===== src/rtl/instruction_decoder.sv =====
// ---------------------------------------------------------------------------
// instruction_decoder
//
// Fetch/decode stage paired with program_sequencer. Each clock it latches the
// program-memory word the sequencer is addressing into the instruction
// register. It decodes that word into jump requests for the sequencer and
// register-load, source-select and ALU controls for the datapath. It also
// keeps the zero flag used to suppress jnz. The sequencer's synchronous reset
// is derived here from the asynchronous block reset.
//
// Ports
//   clk         in   rising-edge system clock
//   reset       in   asynchronous active-high reset
//   pm_data     in   8-bit program-memory read data
//   alu_zero    in   ALU result-is-zero, meaningful while alu_en=1
//   sync_reset  out  synchronized reset for program_sequencer
//   ir          out  8-bit instruction register
//   jmp         out  unconditional jump request
//   jmp_nz      out  jump-if-not-zero request
//   jmp_addr    out  4-bit jump target high nibble (ir[3:0])
//   dont_jmp    out  registered zero flag, suppresses jmp_nz
//   NOPC8/NOPCF/NOPD8/NOPDF  out  reserved-NOP indicators
//   reg_en      out  8-bit one-hot destination register load enable
//   src_sel     out  4-bit datapath source (0-7 register, 8 immediate)
//   alu_en      out  ALU instruction executing
//   alu_func    out  4-bit ALU function (ir[3:0])
//   x_sel       out  ALU X-operand select (ir[4])
// ---------------------------------------------------------------------------
module instruction_decoder (
  input  logic       clk,
  input  logic       reset,
  input  logic [7:0] pm_data,
  input  logic       alu_zero,
  output logic       sync_reset,
  output logic [7:0] ir,
  output logic       jmp,
  output logic       jmp_nz,
  output logic [3:0] jmp_addr,
  output logic       dont_jmp,
  output logic       NOPC8,
  output logic       NOPCF,
  output logic       NOPD8,
  output logic       NOPDF,
  output logic [7:0] reg_en,
  output logic [3:0] src_sel,
  output logic       alu_en,
  output logic [3:0] alu_func,
  output logic       x_sel
);

  logic       s1;
  logic       s2;
  logic       z;
  logic       is_nop;
  logic [7:0] reg_en_raw;
  logic       jmp_raw;
  logic       jmp_nz_raw;
  logic       alu_en_raw;

  // Two-flop reset synchronizer: asserts immediately, releases on the second
  // rising edge after reset falls.
  always_ff @(posedge clk or posedge reset) begin
    if (reset) begin
      s1 <= 1'b1;
      s2 <= 1'b1;
    end else begin
      s1 <= 1'b0;
      s2 <= s1;
    end
  end

  assign sync_reset = s2;

  // The instruction register loads every edge, even during sync_reset. The
  // sequencer parks pm_addr at 0 then, so address 0 is decoded first. The
  // reset value C8 is a reserved NOP, so nothing acts on it.
  always_ff @(posedge clk or posedge reset) begin
    if (reset) begin
      ir <= 8'hC8;
    end else begin
      ir <= pm_data;
    end
  end

  // The zero flag follows the ALU only while an ALU instruction is actually
  // executing. alu_en is gated by sync_reset, so an ALU opcode fetched during
  // the synchronized reset cannot disturb the flag.
  always_ff @(posedge clk or posedge reset) begin
    if (reset) begin
      z <= 1'b0;
    end else if (alu_en) begin
      z <= alu_zero;
    end
  end

  assign dont_jmp = z;

  // Reserved NOP encodings live inside the jmp/jnz opcode space. They must
  // suppress the jump they would otherwise decode to.
  assign NOPC8  = (ir == 8'hC8);
  assign NOPCF  = (ir == 8'hCF);
  assign NOPD8  = (ir == 8'hD8);
  assign NOPDF  = (ir == 8'hDF);
  assign is_nop = NOPC8 | NOPCF | NOPD8 | NOPDF;

  // Opcode decode. ir[7]=0 is load-immediate, 10 is register move, and 11
  // splits into jmp (C), jnz (D) and ALU (E/F). A move whose destination equals
  // its source is a null move and loads nothing. ALU ops leave reg_en clear
  // because the ALU writes its own result register.
  always_comb begin
    reg_en_raw = 8'h00;
    src_sel    = 4'd0;
    jmp_raw    = 1'b0;
    jmp_nz_raw = 1'b0;
    alu_en_raw = 1'b0;
    case (ir[7:6])
      2'b00, 2'b01: begin
        reg_en_raw = 8'h01 << ir[6:4];
        src_sel    = 4'd8;
      end
      2'b10: begin
        src_sel = {1'b0, ir[2:0]};
        if (ir[5:3] != ir[2:0]) begin
          reg_en_raw = 8'h01 << ir[5:3];
        end
      end
      default: begin
        case (ir[5:4])
          2'b00:   jmp_raw    = ~is_nop;
          2'b01:   jmp_nz_raw = ~is_nop;
          default: alu_en_raw = 1'b1;
        endcase
      end
    endcase
  end

  // Anything that changes machine state is held off during sync_reset. The
  // field extracts and NOP flags are left ungated.
  assign reg_en   = sync_reset ? 8'h00 : reg_en_raw;
  assign jmp      = jmp_raw    & ~sync_reset;
  assign jmp_nz   = jmp_nz_raw & ~sync_reset;
  assign alu_en   = alu_en_raw & ~sync_reset;

  assign jmp_addr = ir[3:0];
  assign alu_func = ir[3:0];
  assign x_sel    = ir[4];

endmodule


===== config.mk =====
export PLATFORM = sky130hd
export DESIGN_NAME = instruction_decoder
export DESIGN_NICKNAME = d
export VERILOG_FILES = /design/src/rtl/instruction_decoder.sv
export SDC_FILE = /design/constraint.sdc
export NUM_CORES = 1
export LEC_CHECK = 0
export BUFFER_PORTS_ARGS = -buffer_cell sky130_fd_sc_hd__buf_2
export CORE_ASPECT_RATIO = 1.1
export CORE_MARGIN = 2
export CORE_UTILIZATION = 40
export CTS_BUF_LIST = sky130_fd_sc_hd__clkbuf_4 sky130_fd_sc_hd__clkbuf_8
export DETAILED_ROUTE_END_ITERATION = 7
export HOLD_SLACK_MARGIN = 0.1
export PLACE_DENSITY = 0.87
export SLEW_MARGIN = 10
export SYNTH_ARGS = -nofsm -noshare
export SYNTH_HDL_FRONTEND = slang
export SYNTH_SLANG_ARGS = --single-unit
export TNS_END_PERCENT = 20

===== constraint.sdc =====
create_clock -name clk -period 2.05 [get_ports clk]
set_input_delay 0.41 -clock clk [delete_from_list [all_inputs] [get_ports clk]]
set_output_delay 0.41 -clock clk [all_outputs]
set_load 0.02 [all_outputs]

==> results of run 1 <==
what timing repair did:
item	4_1_cts	5_1_grt
pin swaps	1	2
resized for setup	3	7
setup endpoints to repair	9	11
endpoints found under the hold margin	0	0
setup buffers	1	4
registers in the layout, indices dropped and copies added (netlist names):
signal      cells
ir              8
s1              1
sync_reset      1
dont_jmp        1
through the flow:
step	util (%)	TNS [ps]	worst slack [ps]	total power, mW
2_1_floorplan	-	0	41.6	0.359
3_3_place_gp	53.5	0	258	0.398
3_5_place_dp	53.5	0	199	0.402
4_1_cts	56.1	-167	-51.0	0.565
5_1_grt	59.7	-923	-137	0.604
6_report	59.7	-99.8	-41.1	0.570
cell families (layout without fill, tap and decap cells):
logic type      after synthesis  after routing  synth area share, %
buf+inv                      16             64                 13.5
other cells                   1              1                0.519
compound gates                9              9                 8.32
simple gates                 44             44                 34.7
mux                           1              1                 1.56
xor+xnor                      2              2                 2.43
flops                        11             11                 39.0
worst max path at each step:
stage / start / endpoint / depth (start not counted)
3_3_place_gp: ir[4] / reg_en[0] / 4
2_1_floorplan: ir[7] / reg_en[6] / 5
6_report: ir[5] / reg_en[0] / 4
4_1_cts: ir[6] / reg_en[4] / 4
3_5_place_dp: ir[4] / reg_en[1] / 5
5_1_grt: ir[5] / reg_en[1] / 5
critical path, delay by kind of cell (launching register included):
| kind | cells | cell delay, ps |
|---|---|---|
| buffers and inverters | 2 | 340 |
| DFF | 1 | 420 |
| and+or+nand+nor | 1 | 540 |
| AOI/OAI and AO/OA | 1 | 120 |
power by group:
group / switching, mW / internal, mW
clock: 0.0683 / 0.0885
combinational: 0.0950 / 0.0643
sequential: 0.0179 / 0.236
total: 0.181 / 0.389
per-layer routing:
| layer | vias to the layer above | part of all wire [%] | GRT usage, % |
|---|---|---|---|
| met5 | - | 0 | 0 |
| met4 | 0 | 2.5 | 12.1 |
| met3 | 5 | 6.6 | 3.36 |
| met2 | 37 | 49 | 27.8 |
| met1 | 352 | 42 | 21.3 |
| li1 | 377 | - | - |
layout make-up:
cell class,instances,area share (%)
sequential,11,27.1
tap,18,2.17
clock buffer,4,2.89
inverter,2,0.722
multi-input combinational,57,36.1
timing repair buffer,58,31.0
placed cells by master (no fill, tap or decap), types with 3 or more instances in the layout:
cell | netlist | layout
a21oi_1 | 4 | 3
buf_2 | 2 | 45
buf_4 | 9 | 13
clkbuf_4 | 0 | 4
dfrtp_1 | 6 | 6
dfstp_2 | 5 | 5
nand2_1 | 5 | 5
nand3_1 | 8 | 8
nor2_1 | 10 | 9
nor3_1 | 3 | 3
==> results.sh, run 1 <==
export IMPL_syn_nets=95
export IMPL_ys_seq_area_share_pct=39.0
export IMPL_grt_pass1_wl_um=2910
export IMPL_synth_avg_cell_area_um2=8.59
export IMPL_whs_ps=98.2
export IMPL_grt_remaining_overflow=0
export IMPL_finalCriticalPeriod_ps=2090
export IMPL_post_drt_via_cell_ratio=5.14
export IMPL_dr_pass1_iters=5
export IMPL_place_area_um2=932
export IMPL_yosysMostFrequentCell="nor2_1"
export IMPL_rrSetupSlack_ps=620
export IMPL_final_cells=150
export IMPL_row_count=16
export IMPL_grt_antenna_before_repair=0
export IMPL_p_leak_nw=0.531
export IMPL_area_delta_synth_final_pct=44.0
export IMPL_reg2reg_from="sync_reset"
export IMPL_finalClockSkew_ps=5.90
export IMPL_multi_input_area_um2=375
export IMPL_clk_pin_slew_ps=70
export IMPL_fmax_mhz=478
export IMPL_maxCapViolCount=0
export IMPL_drive_gt1_share_pct=62.1
export IMPL_synthFlopType="dfrtp_1"
export IMPL_r2r_end="dont_jmp"
export IMPL_cts_buffer_depth=2
export IMPL_routed_wl_um=1780
export IMPL_netlist_area_um2=722
export IMPL_cp_required_ps=1640
export IMPL_cts_hold_fix_buffers=0
export IMPL_crit_top_cell="buf_4"
export IMPL_drc=0
export IMPL_synth_top_area_share_pct=20.8
export IMPL_crit_arrival_ps=1680
export IMPL_final_nets=144
export IMPL_grt_usage_pct=17.8
export IMPL_peakVddDrop_mv=0.428
export IMPL_synth_seq_cells=11
export IMPL_power_density_mw_per_mm2=548
export IMPL_synth_edf_count=0
export IMPL_grt_max_degree=13
export IMPL_dp_hpwl_um=1390
export IMPL_rsz0062_at_grt="true"
export IMPL_status="finished with violations"
export IMPL_htree_levels=1
export IMPL_clock_root_buffer="clkbuf_4"
export IMPL_cp_max_fo=10
export IMPL_gp_congestion=0.814
export IMPL_synthCells=84
export IMPL_end_kind="output pin"
export IMPL_synth_area_leaders="dfrtp_1 (21%), dfstp_2 (18%), buf_4 (9.4%)"
export IMPL_hold_viol=0
export IMPL_path_class="reg -> out"
export IMPL_rr_worst_depth=3
export IMPL_floorplan_initialDensity_pct=41.5
export IMPL_crit_path_max_incr_delay_ps=540
export IMPL_yosysUniqueCellTypes=34
export IMPL_yosys_top_cells_count="nor2_1 (10), buf_4 (9), nand3_1 (8)"
export IMPL_crit_chain="buf_4 > or4_4 > a21oi_2 > buf_4"
export IMPL_pin_count=49
export IMPL_drt_initial_drc_count=22
export IMPL_async_flop_share_pct=100
export IMPL_portBuffers=48
export IMPL_cts_sinks=11
export IMPL_ys_warn_count=0
export IMPL_clock_latency_ps=270
export IMPL_core_area_mm2=0.00174
export IMPL_numCtsBuffers=3
export IMPL_n_fill_cell=159
export IMPL_maxSlewViolCount=0
export IMPL_antenna_cells=0
export IMPL_wl_per_cell_um=11.9
export IMPL_placed_cells=141
export IMPL_detail_route_antenna_nets=0
export IMPL_fp_dieH_um=48.6
export IMPL_fin_crit_sh_pct=102
export IMPL_slowest_stage="or4_4"
export IMPL_violations="negative setup slack"
export IMPL_synth_area_leader_cell="dfrtp_1"
export IMPL_cts_tree="built"
export IMPL_vias=771
export IMPL_setup_ws_ps=-41.1
export IMPL_chipWidth_um=44.5
export IMPL_dieArea_mm2=0.00216
export IMPL_hold_class="in -> async"
export IMPL_finalSetupViolCount=5
export IMPL_grt_pass1_vias=718
export IMPL_design_area_mm2=0.00104
export IMPL_start_kind="flip-flop"
export IMPL_regArea_um2=282
No activity file was read; power rests on OpenSTA's default activity.
==> inputs of run 2 (changes only) <==
==> constraint.sdc (replaced) <==
create_clock -name clk -period 2.05 [get_ports clk]
set_input_delay 0.1025 -clock clk [delete_from_list [all_inputs] [get_ports clk]]
set_output_delay 0.1025 -clock clk [all_outputs]
set_load 0.02 [all_outputs]
==> results.sh, run 2 (synthesis results as in run 1) <==
export IMPL_status="finished clean"
export IMPL_n_fill_cell=150
export IMPL_gp_congestion=0.767
export IMPL_path_class="reg -> out"
export IMPL_antenna_cells=0
export IMPL_peakVddDrop_mv=0.405
export IMPL_grt_remaining_overflow=0
export IMPL_whs_ps=367
export IMPL_rsz0062_at_grt="false"
export IMPL_dp_hpwl_um=1370
export IMPL_final_common_cell="buf_2"
export IMPL_vias=772
export IMPL_mostFrequentLayoutCells="buf_2 (48), dlygate4sd3_1 (10), nor2_1 (9), nand3_1 (8), dfrtp_1 (6)"
export IMPL_multi_input_area_um2=345
export IMPL_pin_count=49
export IMPL_cts_buffer_depth=2
export IMPL_floorplan_initialDensity_pct=41.5
export IMPL_routed_wl_um=1910
export IMPL_dieArea_mm2=0.00216
export IMPL_finalClockSkew_ps=4.66
export IMPL_cp_max_fo=12
export IMPL_clk_pin_slew_ps=70
export IMPL_maxCapViolCount=0
export IMPL_grt_usage_pct=18.6
export IMPL_crit_path_max_incr_delay_ps=540
export IMPL_drive_gt1_share_pct=51.1
export IMPL_grt_pass1_vias=720
export IMPL_p_leak_nw=0.523
export IMPL_grt_antenna_before_repair=0
export IMPL_fp_dieH_um=48.6
export IMPL_final_nets=145
export IMPL_drc=0
export IMPL_chipWidth_um=44.5
export IMPL_wl_per_cell_um=12.6
export IMPL_drt_initial_drc_count=17
export IMPL_hold_class="reg -> reg"
export IMPL_grt_max_degree=15
export IMPL_numCtsBuffers=3
export IMPL_htree_levels=1
export IMPL_start_kind="flip-flop"
export IMPL_cts_sinks=11
export IMPL_row_count=16
export IMPL_regMostFlops="ir"
export IMPL_largest_reg_flops=8
export IMPL_cp_required_ps=1950
export IMPL_power_density_mw_per_mm2=532
export IMPL_portBuffers=48
export IMPL_slowest_stage="dfrtp_1"
export IMPL_end_kind="output pin"
export IMPL_clock_latency_ps=260
export IMPL_core_area_mm2=0.00174
export IMPL_finalCriticalPeriod_ps=1940
export IMPL_maxSlewViolCount=0
export IMPL_total_power_mw=0.549
export IMPL_post_drt_via_cell_ratio=5.11
export IMPL_dr_pass1_iters=4
export IMPL_clock_root_buffer="clkbuf_4"
export IMPL_fin_crit_sh_pct=94.5
export IMPL_finalSetupViolCount=0
export IMPL_grt_pass1_wl_um=3030
export IMPL_regArea_um2=282
export IMPL_area_delta_synth_final_pct=43.0
export IMPL_fmax_mhz=516
export IMPL_detail_route_antenna_nets=0
export IMPL_crit_arrival_ps=1830
export IMPL_setup_tns_ps=0
export IMPL_hold_viol=0
export IMPL_crit_chain="xor2_1 > or3b_4 > nand4b_2 > a2111oi_2 > buf_2"
export IMPL_cts_tree="built"
[run 2: cell count changes in the layout (fill, tap and decap cells not counted), moves of 2 or more]
cell	previous run	this run
buf_2	45	48
buf_4	13	1
dlygate4sd3_1	0	10
xor2_1	0	2
xor2_2	2	0
[run 2: path summary, 6_finish.rpt]
path | startpoint | endpoint | cells past startpoint | slack, ps
max reg2reg | sync_reset | dont_jmp | 3 | 620
max | ir[5] | reg_en[1] | 5 | 110
min in group asynchronous | reset | ir[0] | 3 | 390
min reg2reg | s1 | sync_reset | 0 | 370
min | s1 | sync_reset | 0 | 370
max in group asynchronous | reset | ir[6] | 3 | 1340
[run 2: final cells by class]
cell class	instances	share of cell area, %
Timing Repair Buffer	59	33.7
Multi-Input combinational cell	57	33.5
Sequential cell	11	27.3
Clock buffer	3	2.18
Tap cell	18	2.18
Inverter	2	0.727
Clock inverter	1	0.485
[run 2: timing repair]
item                                    CTS  global route
hold buffers                             10             0
resized for setup                         0             1
endpoints found under the hold margin    17             0
endpoints found under the setup margin    0             4
setup buffers                             0             0
[run 2: metal layers]
metal / up-vias / GRT usage (%) / share of wire [%]
li1: 376 / - / -
met1: 350 / 20.0 / 37
met2: 44 / 32.9 / 53
met3: 2 / 3.36 / 9.9
met4: 0 / 9.60 / 0.52
met5: - / 0 / 0
[run 2: through the flow]
step           cell area [um2]  worst slack [ps]  utilization, %  cells
6_report                  1030               113            59.3    151
4_1_cts                   1030               112            59.1    151
5_1_grt                   1030              4.95            59.3    151
3_5_place_dp               902               411            51.8    137
2_1_floorplan              722               246               -     84
3_3_place_gp               902               452            51.8    137
[run 2: critical path: cells and delay by family (launching register included)]
kind / cells / cell delay [ps]
buffers and inverters: 1 / 220
XOR/XNOR: 1 / 220
flip-flops: 1 / 540
AND/OR/NAND/NOR: 2 / 300
AO/OA/AOI/OAI: 1 / 290
[run 2: power breakdown]
group	switching (mW)	leakage [nW]	internal [mW]	total (mW)
clock	0.0681	0.0177	0.0721	0.140
sequential	0.0243	0.123	0.236	0.260
combinational	0.0863	0.383	0.0623	0.149
total	0.179	0.523	0.370	0.549
==> inputs of run 3 (changes only) <==
--- a/config.mk
+++ b/config.mk
@@ -12,7 +12,7 @@
 export CTS_BUF_LIST = sky130_fd_sc_hd__clkbuf_4 sky130_fd_sc_hd__clkbuf_8
 export DETAILED_ROUTE_END_ITERATION = 7
 export HOLD_SLACK_MARGIN = 0.1
-export PLACE_DENSITY = 0.87
+export PLACE_DENSITY = 0.78
 export SLEW_MARGIN = 10
 export SYNTH_ARGS = -nofsm -noshare
 export SYNTH_HDL_FRONTEND = slang
==> results.sh, run 3 (synthesis results as in run 1) <==
export IMPL_status="finished clean"
export IMPL_grtUsageMet3_pct=3.36
export IMPL_routed_wl_um=1820
export IMPL_grt_use_met2_pct=30.7
export IMPL_rrSetupSlack_ps=610
export IMPL_cp_max_fo=12
export IMPL_place_area_um2=902
export IMPL_fp_dieH_um=48.6
export IMPL_maxSlewViolCount=0
export IMPL_drt_initial_drc_count=8
export IMPL_grt_antenna_before_repair=0
export IMPL_hold_viol=0
export IMPL_row_count=16
export IMPL_p_int_mw=0.387
export IMPL_htree_levels=1
export IMPL_clk_pin_slew_ps=60
export IMPL_setup_tns_ps=0
export IMPL_antenna_cells=0
export IMPL_r2r_end="dont_jmp"
export IMPL_hold_class="in -> async"
export IMPL_rr_worst_depth=3
export IMPL_maxCapViolCount=0
export IMPL_cts_tree="built"
export IMPL_clock_latency_ps=260
export IMPL_final_common_cell="buf_2"
export IMPL_wl_per_cell_um=12.1
export IMPL_core_area_mm2=0.00174
export IMPL_reg2reg_from="sync_reset"
export IMPL_grt_pass1_vias=732
export IMPL_power_density_mw_per_mm2=542
export IMPL_cts_setup_buffers=0
export IMPL_grt_max_degree=13
export IMPL_drc=0
export IMPL_rsz0062_at_grt="false"
export IMPL_fin_crit_sh_pct=91.7
export IMPL_p_clk_share_pct=27.5
export IMPL_cp_required_ps=1950
export IMPL_post_drt_via_cell_ratio=5.05
export IMPL_clock_root_buffer="clkbuf_4"
export IMPL_dieArea_mm2=0.00216
export IMPL_fmax_mhz=532
export IMPL_regMostFlops="ir"
export IMPL_p_leak_nw=0.523
export IMPL_portBuffers=48
export IMPL_setup_ws_ps=169
export IMPL_dr_pass1_iters=4
export IMPL_gp_congestion=0.798
export IMPL_pin_count=49
export IMPL_largest_reg_flops=8
export IMPL_cts_sinks=11
export IMPL_chipWidth_um=44.5
export IMPL_detail_route_antenna_nets=0
export IMPL_mostFrequentLayoutCells="buf_2 (48), dlygate4sd3_1 (10), nor2_1 (9), nand3_1 (8)"
export IMPL_grt_remaining_overflow=0
export IMPL_sw_frac_of_total_pct=31.1
export IMPL_drive_gt1_share_pct=51.9
export IMPL_power_frac_comb_pct=26.0
export IMPL_cts_buffer_depth=2
export IMPL_finalCriticalPeriod_ps=1880
export IMPL_dp_hpwl_um=1350
export IMPL_top_usage_layer="met2"
export IMPL_vias=763
export IMPL_grt_use_met1_pct=21.5
export IMPL_grt_pass1_wl_um=3010
export IMPL_p_switching_mw=0.175
export IMPL_finalClockSkew_ps=2.61
export IMPL_pwr_share_seq_pct=46.5
export IMPL_finalSetupViolCount=0
export IMPL_floorplan_initialDensity_pct=41.5
export IMPL_numCtsBuffers=3
export IMPL_path_class="reg -> out"
export IMPL_crit_arrival_ps=1780
export IMPL_peakVddDrop_mv=0.381
export IMPL_area_delta_synth_final_pct=43.5
export IMPL_start_kind="flip-flop"
export IMPL_grt_usage_pct=18.2
export IMPL_end_kind="output pin"
export IMPL_design_area_mm2=0.00104
export IMPL_final_nets=145
export IMPL_dp_slack_ps=375
## run 3: changes by cell type in the layout (fill, tap and decap cells not counted), sizes merged
| cell | change |
|---|---|
| clkinv | -1 |
| clkbuf | +1 |
## run 3: through the flow
stage / utilization, % / std cells / power (mW) / hold WS, ps
floorplan: - / 84 / 0.359 / -48.6
global placement: 51.8 / 137 / 0.392 / 87.6
detailed placement: 51.8 / 137 / 0.395 / 98.0
CTS: 59.3 / 151 / 0.568 / 356
global route: 59.5 / 151 / 0.598 / 372
finish: 59.5 / 151 / 0.562 / 358
## run 3: power groups by stage
stage	sequential, mW	clock [mW]	combinational [mW]
floorplan	0.270	0	0.0889
global placement	0.263	0	0.129
detailed placement	0.264	0	0.131
CTS	0.261	0.161	0.146
global route	0.265	0.175	0.158
finish	0.261	0.154	0.146
## run 3: worst max-delay path by stage
stage	start	endpoint	cells past startpoint
2_1_floorplan	ir[7]	reg_en[4]	5
3_3_place_gp	ir[5]	reg_en[1]	5
5_1_grt	ir[7]	reg_en[4]	5
3_5_place_dp	ir[7]	reg_en[5]	5
4_1_cts	ir[7]	reg_en[5]	5
6_report	ir[5]	reg_en[1]	5
## run 3: layer usage
layer / part of all wire (%) / up-vias
li1: - / 379
met1: 41 / 353
met2: 53 / 29
met3: 5.4 / 2
met4: 0.82 / 0
met5: 0 / -
## run 3: what timing repair did
| item | 4_1_cts | 5_1_grt |
|---|---|---|
| gates resized for setup | 0 | 2 |
| endpoints found under the hold margin | 15 | 0 |
| endpoints found under the setup margin | 0 | 5 |
| hold buffers | 10 | 0 |
## run 3: critical path, cell delays in order (launching register included)
cell       delay, ps
dfrtp_2          480
xor2_1           220
or3b_4           190
nand4b_2         110
a2111oi_2        300
buf_2            220
## run 3: cell type report
type,count,area (um2)
inverters,2,7.51
repair buffers,59,348
fillers,148,706
flip-flops and latches,11,283
clock buffers,4,30.0
multi-input cells,57,345
well taps,18,22.5
